File: src/rtl/vga_pkg.sv
// ---------------------------------------------------------------------------
// vga_pkg
// Shared types and constants for the AXI4-Stream video test-pattern source.
//   pattern_e : runtime pattern selector encoding (matches pattern_sel).
//   state_e   : frame sequencer states.
//   pixel_t   : one 24-bit beat, element [0]=green, [1]=blue, [2]=red, so
//               the packed value lines up directly with m_tdata.
//   BAR_LUT   : colour-bar palette, left to right across the line.
// ---------------------------------------------------------------------------
package vga_pkg;

    localparam int COORD_W  = 16;  // x / y / resolution width
    localparam int ACC_W    = 19;  // bar accumulator width
    localparam int BAR_STEP = 8;   // number of bars, also the per-pixel step
    localparam int NUM_BARS = 8;

    typedef enum logic [1:0] {
        PAT_BARS     = 2'd0,
        PAT_CHECKER  = 2'd1,
        PAT_GRADIENT = 2'd2,
        PAT_SOLID    = 2'd3
    } pattern_e;

    typedef enum logic {
        ST_IDLE = 1'b0,
        ST_RUN  = 1'b1
    } state_e;

    typedef logic [2:0][7:0] pixel_t;

    localparam int CH_GREEN = 0;
    localparam int CH_BLUE  = 1;
    localparam int CH_RED   = 2;

    localparam pixel_t PIX_WHITE = 24'hFF_FF_FF;
    localparam pixel_t PIX_BLACK = 24'h00_00_00;

    // Values are written in wire order {red, blue, green}.
    localparam pixel_t BAR_LUT [NUM_BARS] = '{
        24'hFF_FF_FF,   // white
        24'hFF_00_FF,   // yellow  (red + green)
        24'h00_FF_FF,   // cyan    (green + blue)
        24'h00_00_FF,   // green
        24'hFF_FF_00,   // magenta (red + blue)
        24'hFF_00_00,   // red
        24'h00_FF_00,   // blue
        24'h00_00_00    // black
    };

    function automatic pixel_t make_pixel(input logic [7:0] red,
                                          input logic [7:0] green,
                                          input logic [7:0] blue);
        pixel_t p;
        p           = '0;
        p[CH_RED]   = red;
        p[CH_GREEN] = green;
        p[CH_BLUE]  = blue;
        return p;
    endfunction

endpackage

File: src/rtl/vga_pattern_pix.sv
// ---------------------------------------------------------------------------
// vga_pattern_pix
// Purely combinational colour generator for one pixel.
//   pattern : which pattern to draw
//   x, y    : coordinates of the pixel being produced
//   bar_idx : colour-bar index for x (computed by the sequencer)
//   solid   : colour used by the solid pattern
//   pixel   : resulting colour, wire order {red, blue, green}
// ---------------------------------------------------------------------------
module vga_pattern_pix
    import vga_pkg::*;
#(
    parameter int CHECKER_LOG2 = 5
) (
    input  pattern_e             pattern,
    input  logic [COORD_W-1:0]   x,
    input  logic [COORD_W-1:0]   y,
    input  logic [2:0]           bar_idx,
    input  pixel_t               solid,
    output pixel_t               pixel
);

    logic [7:0] diag;
    logic       checker_bit;
    logic       unused_hi;

    // Gradient blue channel wraps modulo 256 by construction.
    assign diag        = x[7:0] + y[7:0];
    assign checker_bit = x[CHECKER_LOG2] ^ y[CHECKER_LOG2];
    assign unused_hi   = ^{x[COORD_W-1:8], y[COORD_W-1:8]};

    always_comb begin
        // NOTE: assign a default before the case so every path drives the
        // output; a missing branch would otherwise infer a latch.
        pixel = PIX_BLACK;
        case (pattern)
            PAT_BARS:     pixel = BAR_LUT[bar_idx];
            PAT_CHECKER:  pixel = checker_bit ? PIX_WHITE : PIX_BLACK;
            PAT_GRADIENT: pixel = make_pixel(x[7:0], y[7:0], diag);
            PAT_SOLID:    pixel = solid;
            default:      pixel = PIX_BLACK;
        endcase
    end

endmodule

File: src/rtl/vga_pattern_gen.sv
// ---------------------------------------------------------------------------
// vga_pattern_gen
// AXI4-Stream test-pattern source. Emits h_res x v_res frames with tuser on
// the first beat of a frame and tlast on the last beat of every line.
//   aclk, aresetn   : clock, synchronous active-low reset
//   enable          : start / keep generating frames
//   pattern_sel     : 0 bars, 1 checker, 2 gradient, 3 solid (frame start)
//   solid_color     : colour for the solid pattern (frame start)
//   h_res, v_res    : frame geometry (frame start)
//   m_tvalid/m_tready/m_tdata/m_tlast/m_tuser : AXI4-Stream master
//   busy            : a frame is in progress
// The output beat is a register; the next beat is computed combinationally
// from the coordinates held alongside it and loaded whenever the slot is
// empty or the current beat is accepted.
// ---------------------------------------------------------------------------
module vga_pattern_gen
    import vga_pkg::*;
#(
    parameter int DEFAULT_PATTERN = 0,
    parameter int CHECKER_LOG2    = 5
) (
    input  logic                 aclk,
    input  logic                 aresetn,
    input  logic                 enable,
    input  logic [1:0]           pattern_sel,
    input  logic [23:0]          solid_color,
    input  logic [COORD_W-1:0]   h_res,
    input  logic [COORD_W-1:0]   v_res,
    output logic                 m_tvalid,
    input  logic                 m_tready,
    output logic [23:0]          m_tdata,
    output logic                 m_tlast,
    output logic                 m_tuser,
    output logic                 busy
);

    // Sequencer state and the coordinates of the beat sitting in the
    // output register.
    state_e               state_q, state_d;
    logic [COORD_W-1:0]   x_q, y_q;
    logic [ACC_W-1:0]     acc_q;
    logic [2:0]           bar_q;

    // Configuration latched at frame start.
    logic [COORD_W-1:0]   h_res_q, v_res_q;
    pattern_e             pat_q;
    pixel_t               solid_q;

    // Control decisions.
    logic cfg_ok;
    logic load_slot;
    logic end_of_line;
    logic end_of_frame;
    logic do_start;
    logic do_advance;
    logic do_stop;

    // Next beat.
    logic [COORD_W-1:0]   x_n, y_n, line_len_n;
    logic [ACC_W-1:0]     acc_n, acc_step;
    logic [2:0]           bar_n;
    pattern_e             pat_n;
    pixel_t               solid_n;
    pixel_t               pix_n;
    logic                 last_n;

    assign cfg_ok       = enable && (h_res != '0) && (v_res != '0);
    assign load_slot    = !m_tvalid || m_tready;
    assign end_of_line  = (x_q == h_res_q - 16'd1);
    assign end_of_frame = end_of_line && (y_q == v_res_q - 16'd1);

    // -----------------------------------------------------------------------
    // Next-state logic
    // -----------------------------------------------------------------------
    always_comb begin
        state_d    = state_q;
        do_start   = 1'b0;
        do_advance = 1'b0;
        do_stop    = 1'b0;
        case (state_q)
            ST_IDLE: begin
                if (cfg_ok) begin
                    do_start = 1'b1;
                    state_d  = ST_RUN;
                end
            end
            ST_RUN: begin
                if (load_slot) begin
                    if (end_of_frame) begin
                        // Back-to-back frames: the next frame's first beat
                        // replaces the final beat with no idle cycle.
                        if (cfg_ok) begin
                            do_start = 1'b1;
                        end else begin
                            do_stop = 1'b1;
                            state_d = ST_IDLE;
                        end
                    end else begin
                        do_advance = 1'b1;
                    end
                end
            end
            default: state_d = ST_IDLE;
        endcase
    end

    // -----------------------------------------------------------------------
    // Next-beat datapath: coordinates, bar accumulator, latched config.
    // The bar index tracks floor(8*x/h_res) by adding 8 per pixel and
    // subtracting h_res once whenever the accumulator reaches it, so no
    // divider is needed. For h_res < 8 it simply steps every pixel and
    // saturates at the last bar.
    // -----------------------------------------------------------------------
    always_comb begin
        x_n        = x_q;
        y_n        = y_q;
        acc_n      = acc_q;
        bar_n      = bar_q;
        pat_n      = pat_q;
        solid_n    = solid_q;
        line_len_n = h_res_q;
        acc_step   = acc_q + ACC_W'(BAR_STEP);

        if (do_start) begin
            x_n        = '0;
            y_n        = '0;
            acc_n      = '0;
            bar_n      = '0;
            pat_n      = pattern_e'(pattern_sel);
            solid_n    = solid_color;
            line_len_n = h_res;
        end else if (end_of_line) begin
            x_n   = '0;
            y_n   = y_q + 16'd1;
            acc_n = '0;
            bar_n = '0;
        end else begin
            x_n = x_q + 16'd1;
            if (acc_step >= {3'b000, h_res_q}) begin
                acc_n = acc_step - {3'b000, h_res_q};
                bar_n = (bar_q == 3'd7) ? 3'd7 : bar_q + 3'd1;
            end else begin
                acc_n = acc_step;
            end
        end

        last_n = (x_n == line_len_n - 16'd1);
    end

    vga_pattern_pix #(
        .CHECKER_LOG2 (CHECKER_LOG2)
    ) u_pix (
        .pattern (pat_n),
        .x       (x_n),
        .y       (y_n),
        .bar_idx (bar_n),
        .solid   (solid_n),
        .pixel   (pix_n)
    );

    // -----------------------------------------------------------------------
    // State, counters and registered output stage
    // -----------------------------------------------------------------------
    always_ff @(posedge aclk) begin
        // NOTE: every register, including the latched configuration, is
        // cleared by the synchronous reset so a mid-frame reset leaves no
        // stale coordinates or pattern behind.
        if (!aresetn) begin
            state_q  <= ST_IDLE;
            x_q      <= '0;
            y_q      <= '0;
            acc_q    <= '0;
            bar_q    <= '0;
            h_res_q  <= '0;
            v_res_q  <= '0;
            pat_q    <= pattern_e'(2'(DEFAULT_PATTERN));
            solid_q  <= '0;
            m_tvalid <= 1'b0;
            m_tdata  <= '0;
            m_tlast  <= 1'b0;
            m_tuser  <= 1'b0;
        end else begin
            // NOTE: non-blocking assignments throughout, so every register
            // samples the pre-edge values computed by the combinational logic.
            state_q <= state_d;

            if (do_start) begin
                h_res_q <= h_res;
                v_res_q <= v_res;
                pat_q   <= pat_n;
                solid_q <= solid_n;
            end

            if (do_start || do_advance) begin
                x_q      <= x_n;
                y_q      <= y_n;
                acc_q    <= acc_n;
                bar_q    <= bar_n;
                m_tvalid <= 1'b1;
                m_tdata  <= pix_n;
                m_tlast  <= last_n;
                m_tuser  <= do_start;
            end else if (do_stop) begin
                m_tvalid <= 1'b0;
                m_tlast  <= 1'b0;
                m_tuser  <= 1'b0;
            end
        end
    end

    assign busy = (state_q == ST_RUN);

endmodule
File: config.mk
export PLATFORM = sky130hd
export DESIGN_NAME = vga_pattern_gen
export DESIGN_NICKNAME = d
export VERILOG_FILES = /design/src/rtl/vga_pkg.sv /design/src/rtl/vga_pattern_pix.sv /design/src/rtl/vga_pattern_gen.sv
export SDC_FILE = /design/constraint.sdc
export NUM_CORES = 1
export LEC_CHECK = 0
export BUFFER_PORTS_ARGS = -buffer_cell sky130_fd_sc_hd__buf_2
export CELL_PAD_IN_SITES_DETAIL_PLACEMENT = 1
export CELL_PAD_IN_SITES_GLOBAL_PLACEMENT = 2
export CORE_ASPECT_RATIO = 0.7
export CORE_MARGIN = 2
export CORE_UTILIZATION = 35
export CTS_CLUSTER_DIAMETER = 80
export CTS_CLUSTER_SIZE = 8
export DETAILED_ROUTE_END_ITERATION = 7
export PLACE_DENSITY = 0.84
export REMOVE_ABC_BUFFERS = 1
export SLEW_MARGIN = 5
export SYNTH_ARGS = -nofsm -noshare
export SYNTH_HDL_FRONTEND = slang
export SYNTH_HIERARCHICAL = 1
export SYNTH_SLANG_ARGS = --single-unit
File: constraint.sdc
create_clock -name aclk -period 7.85 [get_ports aclk]
set_input_delay 1.57 -clock aclk [delete_from_list [all_inputs] [get_ports aclk]]
set_output_delay 1.57 -clock aclk [all_outputs]
set_load 0.05 [all_outputs]
==> results of run 1 <==
==> placed cells by master, fill, tap and decap left out, drive strengths merged, types with 18 or more instances in the layout <==
cell / n
nand2: 225
and3: 18
xor2: 38
o21ai: 39
xnor2: 79
a31oi: 32
mux2i: 73
buf: 102
nor3: 28
clkbuf: 19
nand4: 18
ha: 30
nand3: 32
a21oi: 82
inv: 43
nor4: 21
dfxtp: 140
a211oi: 33
nor2: 146
==> worst paths after layout <==
path                            slack [ns]  cells past startpoint                  start                     to
worst min-delay path                  0.46                      2  pat_q[0]$_SDFFE_PN0P_  pat_q[0]$_SDFFE_PN0P_
worst max-delay path                  1.47                     18               h_res[2]   m_tlast$_SDFFE_PN0P_
worst min register to register        0.46                      2  pat_q[0]$_SDFFE_PN0P_  pat_q[0]$_SDFFE_PN0P_
worst max register to register        1.48                     20  h_res_q[1]$_SDFF_PN0_   m_tlast$_SDFFE_PN0P_
==> tightest hold or removal path, cell delays in order, from the launching register on <==
cell	delay [ns]
sky130_fd_sc_hd__dfxtp_1	0.30
sky130_fd_sc_hd__nand2_1	0.06
sky130_fd_sc_hd__a21oi_1	0.06
==> metrics by stage <==
stage          std cells  util [%]  instance area [sq um]  power (uW)  setup WS (ns)
3_5_place_dp        1713      37.9                  10600        2410           1.11
5_1_grt             1745      40.0                  11200        3470           1.06
2_1_floorplan       1240         -                   9590        2040         -0.109
3_3_place_gp        1713      37.9                  10600        2380           1.31
4_1_cts             1745      40.0                  11200        3260           1.55
6_report            1745      40.0                  11200        3250           1.47
==> area by class of cell <==
| type | count | area [sq um] | area share (%) |
|---|---|---|---|
| clock buffers | 19 | 453 | 4.05 |
| clock inverters | 13 | 130 | 1.16 |
| inverters | 39 | 148 | 1.32 |
| multi-input cells | 1061 | 6650 | 59.4 |
| flip-flops and latches | 140 | 2800 | 25.1 |
| well taps | 371 | 464 | 4.15 |
| repair buffers | 102 | 543 | 4.85 |
==> layer usage <==
metal / part of all wire, % / track usage (%) / vias to the layer above
li1: - / - / 4735
met1: 54 / 34.8 / 4629
met2: 40 / 30.7 / 175
met3: 4.9 / 4.78 / 20
met4: 0.82 / 4.68 / 0
met5: 0 / 0 / -
==> power by group through the flow <==
stage | registers, uW | clock network (uW) | logic [uW]
CTS | 888 | 851 | 1520
finish | 889 | 828 | 1530
floorplan | 983 | 0 | 1050
global route | 902 | 881 | 1690
global placement | 900 | 0 | 1480
detailed placement | 903 | 0 | 1510
==> registers in the layout, summed over array words and instances (netlist names), 2 cells and up <==
register	cells
acc_q	19
bar_q	3
h_res_q	16
m_tdata	24
pat_q	2
solid_q	24
v_res_q	16
x_q	16
y_q	16
==> flow_results.org, run 1 <==
** Setup path
- On the worst path, the slowest cell contributes a delay of 0.55 ns.
- List of cells traversed by the critical path :: buf_2, nor3_1, nand3_1, or4_1, nand3_1, nand2b_1, o31ai_4, a21oi_1, ha_1, nand3_1, nor2_1, xnor2_1, xnor2_1, o32a_1, a311oi_1, nand3_1, or4_1, o31ai_1
- The worst setup path is of the input pin to register kind.
- Along the worst path, the maximum fanout reaches 7.
- Type of destination of the critical path :: register
- Data arrival time at the worst-slack endpoint :: 6.74 ns
- Critical path startpoint category :: input pin
- In this design, the largest share of critical-path delay is due to simple AND/OR/NAND/NOR gates.
- Critical path required time :: 8.21 ns
- Worst-path cell with the longest stage delay :: sky130_fd_sc_hd__nor3_1
- In this design, the critical path's most frequently occurring cell is sky130_fd_sc_hd__nand3_1.
- Together, buffers and inverters on the worst path number 1.

** Power
- Sequential cells account for 27.4% of the total power.
- Combinational group share of total power :: 47.1%
- Internal power comes to 1860 uW.
- Static leakage :: 0.00466 uW
- Power spread over the standard cell area amounts to 290 nW/um^2.
- Clock Power Share :: 25.5%
- Sw Share :: 42.7%
- Worst vdd ir :: 0.240 mV
- Switch Pwr :: 1390 uW

** Placement
- At the end of routability-driven placement, the weighted congestion stood at 0.887.
- In this run the tool buffered the top-level ports with 89 buffer cells.
- Post-DP HPWL :: 24400 um

** Clocking
- In this run the clock root is driven by a sky130_fd_sc_hd__clkbuf_16.
- Insertion delay of the later-clocked pin in the worst-skew pair :: 0.45 ns
- Clock-pin slew was measured on the worst setup and hold paths at 0.06 ns.
- Number of buffers inserted by hold repair at cts :: 0
- Once the clock tree was built, the resizer swapped 0 gates to a different size.
- Post-CTS setup buffers :: 0
- CTS Buffer Depth :: 2
- For this design, the sink count on the clock tree is 140.
- Clock tree synthesis inserted a total of 17 buffers.
- Deepest level of the CTS H-tree :: 4
- TritonCTS built the clock tree.

** Outcome
- The flow ran to the end, and the final reports show no timing, DRC or antenna violations.

** Drt
- The pre-antenna-repair detailed-routing pass consisted of 6 iterations.
- Post-DR vias/cell :: 5.48
- After detailed routing, the average wire length per cell comes to 18.8 um.
- Summed over all layers, the routed wires come to 32800 um.
- Routed Antenna Nets :: 0
- Initial detailed-routing violation count :: 580
- Drt drc :: 0
- Number of vias in the routed layout :: 9559

** Timing
- Setup violations remaining at the end of the flow were counted as 0.
- Worst Clk Skew :: 0.0165 ns
- Total count of max-transition violations in the final report :: 0
- Share of the clock period used by the worst path after layout :: 81.3%
- Total Negative Setup Slacks :: 0 ns
- Fin Hold WS :: 0.462 ns
- FMAX :: 0.157 GHz
- Relative max-transition margin :: 15.0%
- Setup repair after global routing missed its margin :: no
- Worst Max-Slew Pin Slew :: 1.27 ns
- The final hold violation count came to 0.
- Counting I/O delays and the setup requirement, the final critical path takes 6.38 ns.

** Floorplanning
- During I/O placement, the number of pins put on the boundary was 90.
- The region available for standard cell placement spans 27900 sq um.
- Die outline width :: 206 um
- The die is 145 um tall.
- Effective utilization at floorplan :: 35.7%
- Std cell rows :: 51
- The floorplan step defined a die boundary enclosing 29900 sq um.

** Yosys
- During synthesis, Yosys emitted a total of 6 warnings.
- Counting every instance in the synthesized netlist gives 1326.
- Synthesized cell area :: 9980 sq um
- Synthesized area per cell :: 7.52 sq um

** Final layout
- The area growth from synthesis to layout is 12.1%.
- Number of nets in the final layout :: 1455
- Fillers :: 3509
- Share of final-layout standard cells stronger than drive strength 1 :: 11.5%
- The repair_antennas step left the layout with diodes totalling 0.

** Flow run
- Total of max-cap violations :: 0

** Global routing
- The initial antenna violation count is 0.
- Global routing used 22.3% of the available tracks.
- Total overflow reported by the global router :: 0
- The via count of the first global-routing pass came to 9425.
- The first global-routing pass estimated 52400 um of wire.
- Entering global routing, the biggest net connects 66 pins.

** Hold path
- Worst min path class :: register to register
(Power assumes the default switching activity.)
==> inputs of run 2 (changes only) <==
--- a/config.mk
+++ b/config.mk
@@ -5,16 +5,17 @@
 export SDC_FILE = /design/constraint.sdc
 export NUM_CORES = 1
 export LEC_CHECK = 0
+export ABC_AREA = 1
 export BUFFER_PORTS_ARGS = -buffer_cell sky130_fd_sc_hd__buf_2
 export CELL_PAD_IN_SITES_DETAIL_PLACEMENT = 1
 export CELL_PAD_IN_SITES_GLOBAL_PLACEMENT = 2
 export CORE_ASPECT_RATIO = 0.7
 export CORE_MARGIN = 2
-export CORE_UTILIZATION = 35
+export CORE_UTILIZATION = 33
 export CTS_CLUSTER_DIAMETER = 80
 export CTS_CLUSTER_SIZE = 8
 export DETAILED_ROUTE_END_ITERATION = 7
-export PLACE_DENSITY = 0.84
+export PLACE_DENSITY = 0.85
 export REMOVE_ABC_BUFFERS = 1
 export SLEW_MARGIN = 5
 export SYNTH_ARGS = -nofsm -noshare
==> constraint.sdc (replaced) <==
create_clock -name aclk -period 6.3 [get_ports aclk]
set_input_delay 1.26 -clock aclk [delete_from_list [all_inputs] [get_ports aclk]]
set_output_delay 1.26 -clock aclk [all_outputs]
set_load 0.05 [all_outputs]
==> run 2 against run 1 <==
  * Wire length rose by 11%
  * Highest routed layer unchanged
  * Design area grew 1.9%
  * Clock power up 28%
==> flow_results.org, run 2 <==
** Final layout
- The post-layout instance area came to 11400 sq um (+1.9%).
- Leading registers by flop count :: m_tdata: 24 flops, solid_q: 24 flops, acc_q: 19 flops
- The layout cell share with drive strength beyond 1 is 12.6% (+1.1 points).
- The number of nets in the final layout came to 1758 (+21%).
- Commonest cells after routing, fill and taps aside :: sky130_fd_sc_hd__nand2_1, sky130_fd_sc_hd__nor2_1, sky130_fd_sc_hd__inv_1
- Most common cell after layout, fill and taps aside :: sky130_fd_sc_hd__nand2_1
- Layout Area Growth over Synthesis :: 14.3%
- N_diodes :: 0 (unchanged)
- The utilization of the core after routing came to 38.1% (-1.9 points).

** Hold path
- The path class of the tightest hold or removal check is register to register.

** Clocking
- The total of hold buffers inserted after clock tree synthesis is 0 (unchanged).
- Register clock-pin slew on the reported worst setup and hold paths :: 0.06 ns (about the same)
- The clock latency reported for the late side of the worst-skew pair was 0.46 ns (about the same).
- # resized after CTS :: 0 (unchanged)
- CTS Buffer Depth :: 2 (unchanged)
- TritonCTS clock tree :: built
- Post-CTS setup buffers :: 0 (unchanged)
- The number of levels in the clock H-tree came to 4 (unchanged).
- The CTS buffer count came to 17 (unchanged).
- The TritonCTS sink count is 140 (unchanged).
- The root buffer cell chosen for the clock tree is sky130_fd_sc_hd__clkbuf_16.

** Power
- The total power density per cell area was 308 nW/um^2 (+6.2%).
- Sw Share :: 41.2% (-1.5 points)
- Cell Int Power :: 2070 uW (+11%)
- Combinational group share of total power :: 38.6% (-8.5 points)
- Clock Power Share :: 30.2% (+4.7 points)
- Portion of total power attributed to sequential cells :: 31.2% (+3.8 points)
- The maximum vdd drop is 0.150 mV (-38%).
- Static leakage :: 0.00543 uW (+17%)
- The total net switching power came to 1450 uW (+4.4%).

** Timing
- Total count of max-transition violations in the final report :: 0 (unchanged)
- The final critical path takes up 81.6% of the cycle.
- FMAX :: 0.194 GHz
- The transition at the pin with the smallest max-transition slack is 0.873 ns (-0.398 ns).
- The worst-case headroom to the max-slew limit came to 41.7% (+27 points).
- The total of endpoints with negative setup slack in the final report came to 0 (unchanged).
- Setup repair after global routing left no endpoint under its margin.
- Clock period minus worst slack :: 5.14 ns
- The final hold violation count came to 0 (unchanged).
- Worst Clk Skew :: 0.0152 ns (-0.00137 ns)
- Total Negative Setup Slacks :: 0 ns (unchanged)
- Setup slack of the critical path after layout :: 1.16 ns (-0.311 ns)

** Setup path
- Walking the worst path, the cells encountered are nand3_1, nor2_1, nand4_1, nor2_1, inv_1, nand2_1, inv_1, ha_1, a21oi_1, o21ai_0, a21oi_1, o21ai_0, a31oi_1, nor2_1, nand2_1, nand3_1, a211oi_1, inv_1, nand2_1, nand4_1, o21ai_0, nor2_1.
- Critical path startpoint category :: register
- The longest individual stage delay on the worst path is 0.57 ns (+0.02 ns).
- The critical path is of the register to register type.
- Among the stages of the critical path, the cell type that occurs most often is sky130_fd_sc_hd__nor2_1.
- Type of destination of the critical path :: register
- Data arrival time at the worst-slack endpoint :: 5.48 ns (-1.26 ns)
- Worst-path cell with the longest stage delay :: sky130_fd_sc_hd__nand3_1
- Critical path required time :: 6.64 ns (-1.57 ns)
- CP max FO :: 19 (+12)

** Placement
- Post-DP Area :: 10800 sq um (+1.8%)
- Placer's final routability congestion estimate :: 0.884 (-0.33%)
- The worst-case setup slack after placement came to 0.848 ns (-0.260 ns).
- Post-DP HPWL :: 28600 um (+17%)
- The count of input and output buffers is 89 (unchanged).

** Drt
- Post-DR vias/cell :: 5.03 (-8.1%)
- The mean routed wirelength per cell came to 17.5 um (-6.8%).
- The number of nets still failing antenna checks after routing is 0 (unchanged).
- The first-pass detailed-route iteration total came to 7 (+1).
- The number of DRC violations after detailed routing came to 0 (unchanged).
- The number of vias after detailed routing was 10513 (+10%).
- Wire length after detailed routing :: 36600 um (+11%)
- The iteration-0 DRC count of the detailed router was 629 (+8.4%).

** Outcome
- The flow ran to the end, and the final reports show no timing, DRC or antenna violations.

** Yosys
- The post-synthesis average cell area is 6.24 sq um (-17%).
- The post-synth design cell area is 9970 sq um (about the same).
- Synth warn :: 6 (unchanged)
- Cell count after synthesis :: 1598 (+21%)

** Global routing
- The initial antenna violation count came to 0 (unchanged).
- Met3 layer usage reported by global route :: 5.02% (+0.23 points)
- The met1 usage came to 37.4% (+2.6 points).
- The met2 track demand over resource is 33.1% (+2.4 points).
- Total overflow reported by the global router :: 0 (unchanged)
- The global routing stage identified its most utilized layer as met1.
- The global-route total usage across every layer is 23.8% (+1.6 points).
- Vias in the first global route :: 10296 (+9.2%)
- First-pass GRT wire length :: 58000 um (+11%)
- The maximum number of pins on one net before global-route repair was 63 (-4.5%).

** Floorplanning
- The area of the core is 29900 sq um (+7.0%).
- The die extent in y is 149 um (+2.9%).
- Area enclosed by the die boundary :: 31700 sq um (+5.9%)
- Boundary Pins :: 90 (unchanged)
- The number of rows created at floorplan is 53 (+3.9%).
- Effective utilization at floorplan :: 33.4% (-2.3 points)
- Die outline width :: 212 um (+2.9%)

** Flow run
- Total of max-cap violations :: 0 (unchanged)
## run 2: final timing paths
check / from / endpoint / slack, ns / cells past startpoint
worst max-delay path: acc_q[5]$_SDFFE_PN0P_ / m_tdata[16]$_SDFFE_PN0P_ / 1.16 / 22
worst min-delay path: m_tlast$_SDFFE_PN0P_ / m_tlast$_SDFFE_PN0P_ / 0.47 / 2
worst max register to register: acc_q[5]$_SDFFE_PN0P_ / m_tdata[16]$_SDFFE_PN0P_ / 1.16 / 22
worst min register to register: m_tlast$_SDFFE_PN0P_ / m_tlast$_SDFFE_PN0P_ / 0.47 / 2
## run 2: power groups by stage
stage,Combinational [uW],Sequential [uW],Clock [uW]
floorplan,877,1190,0
global placement,1320,1110,0
detailed placement,1350,1110,0
CTS,1360,1090,1080
global route,1530,1110,1120
finish,1360,1090,1060
## run 2: worst max-delay path: cells and delay by family (launching register included)
kind | cells | cell delay (ns)
simple gates | 11 | 2.13
fa+ha+maj | 1 | 0.34
flops | 1 | 0.38
buf+inv | 3 | 0.29
compound gates | 7 | 1.89
## run 2: layer usage
layer  part of all wire (%)  vias up
met5                      0        -
met4                   0.80        0
met3                    5.2       20
met2                     39      200
met1                     55     5025
li1                       -     5268
## run 2: layout make-up
cell class / instances / area (sq um)
fill: 3976 / 18500
sequential: 140 / 2800
inverter: 196 / 736
clock inverter: 9 / 111
multi-input combinational: 1204 / 6180
tap: 412 / 515
timing repair buffer: 105 / 566
clock buffer: 22 / 494
## run 2: stage by stage
step	hold WS, ns	total power, uW	instances
after floorplan	0.441	2060	1540
after global placement	0.454	2430	2057
after detailed placement	0.469	2460	2057
after CTS	0.480	3540	2088
after global routing	0.503	3760	2088
final	0.472	3510	2088
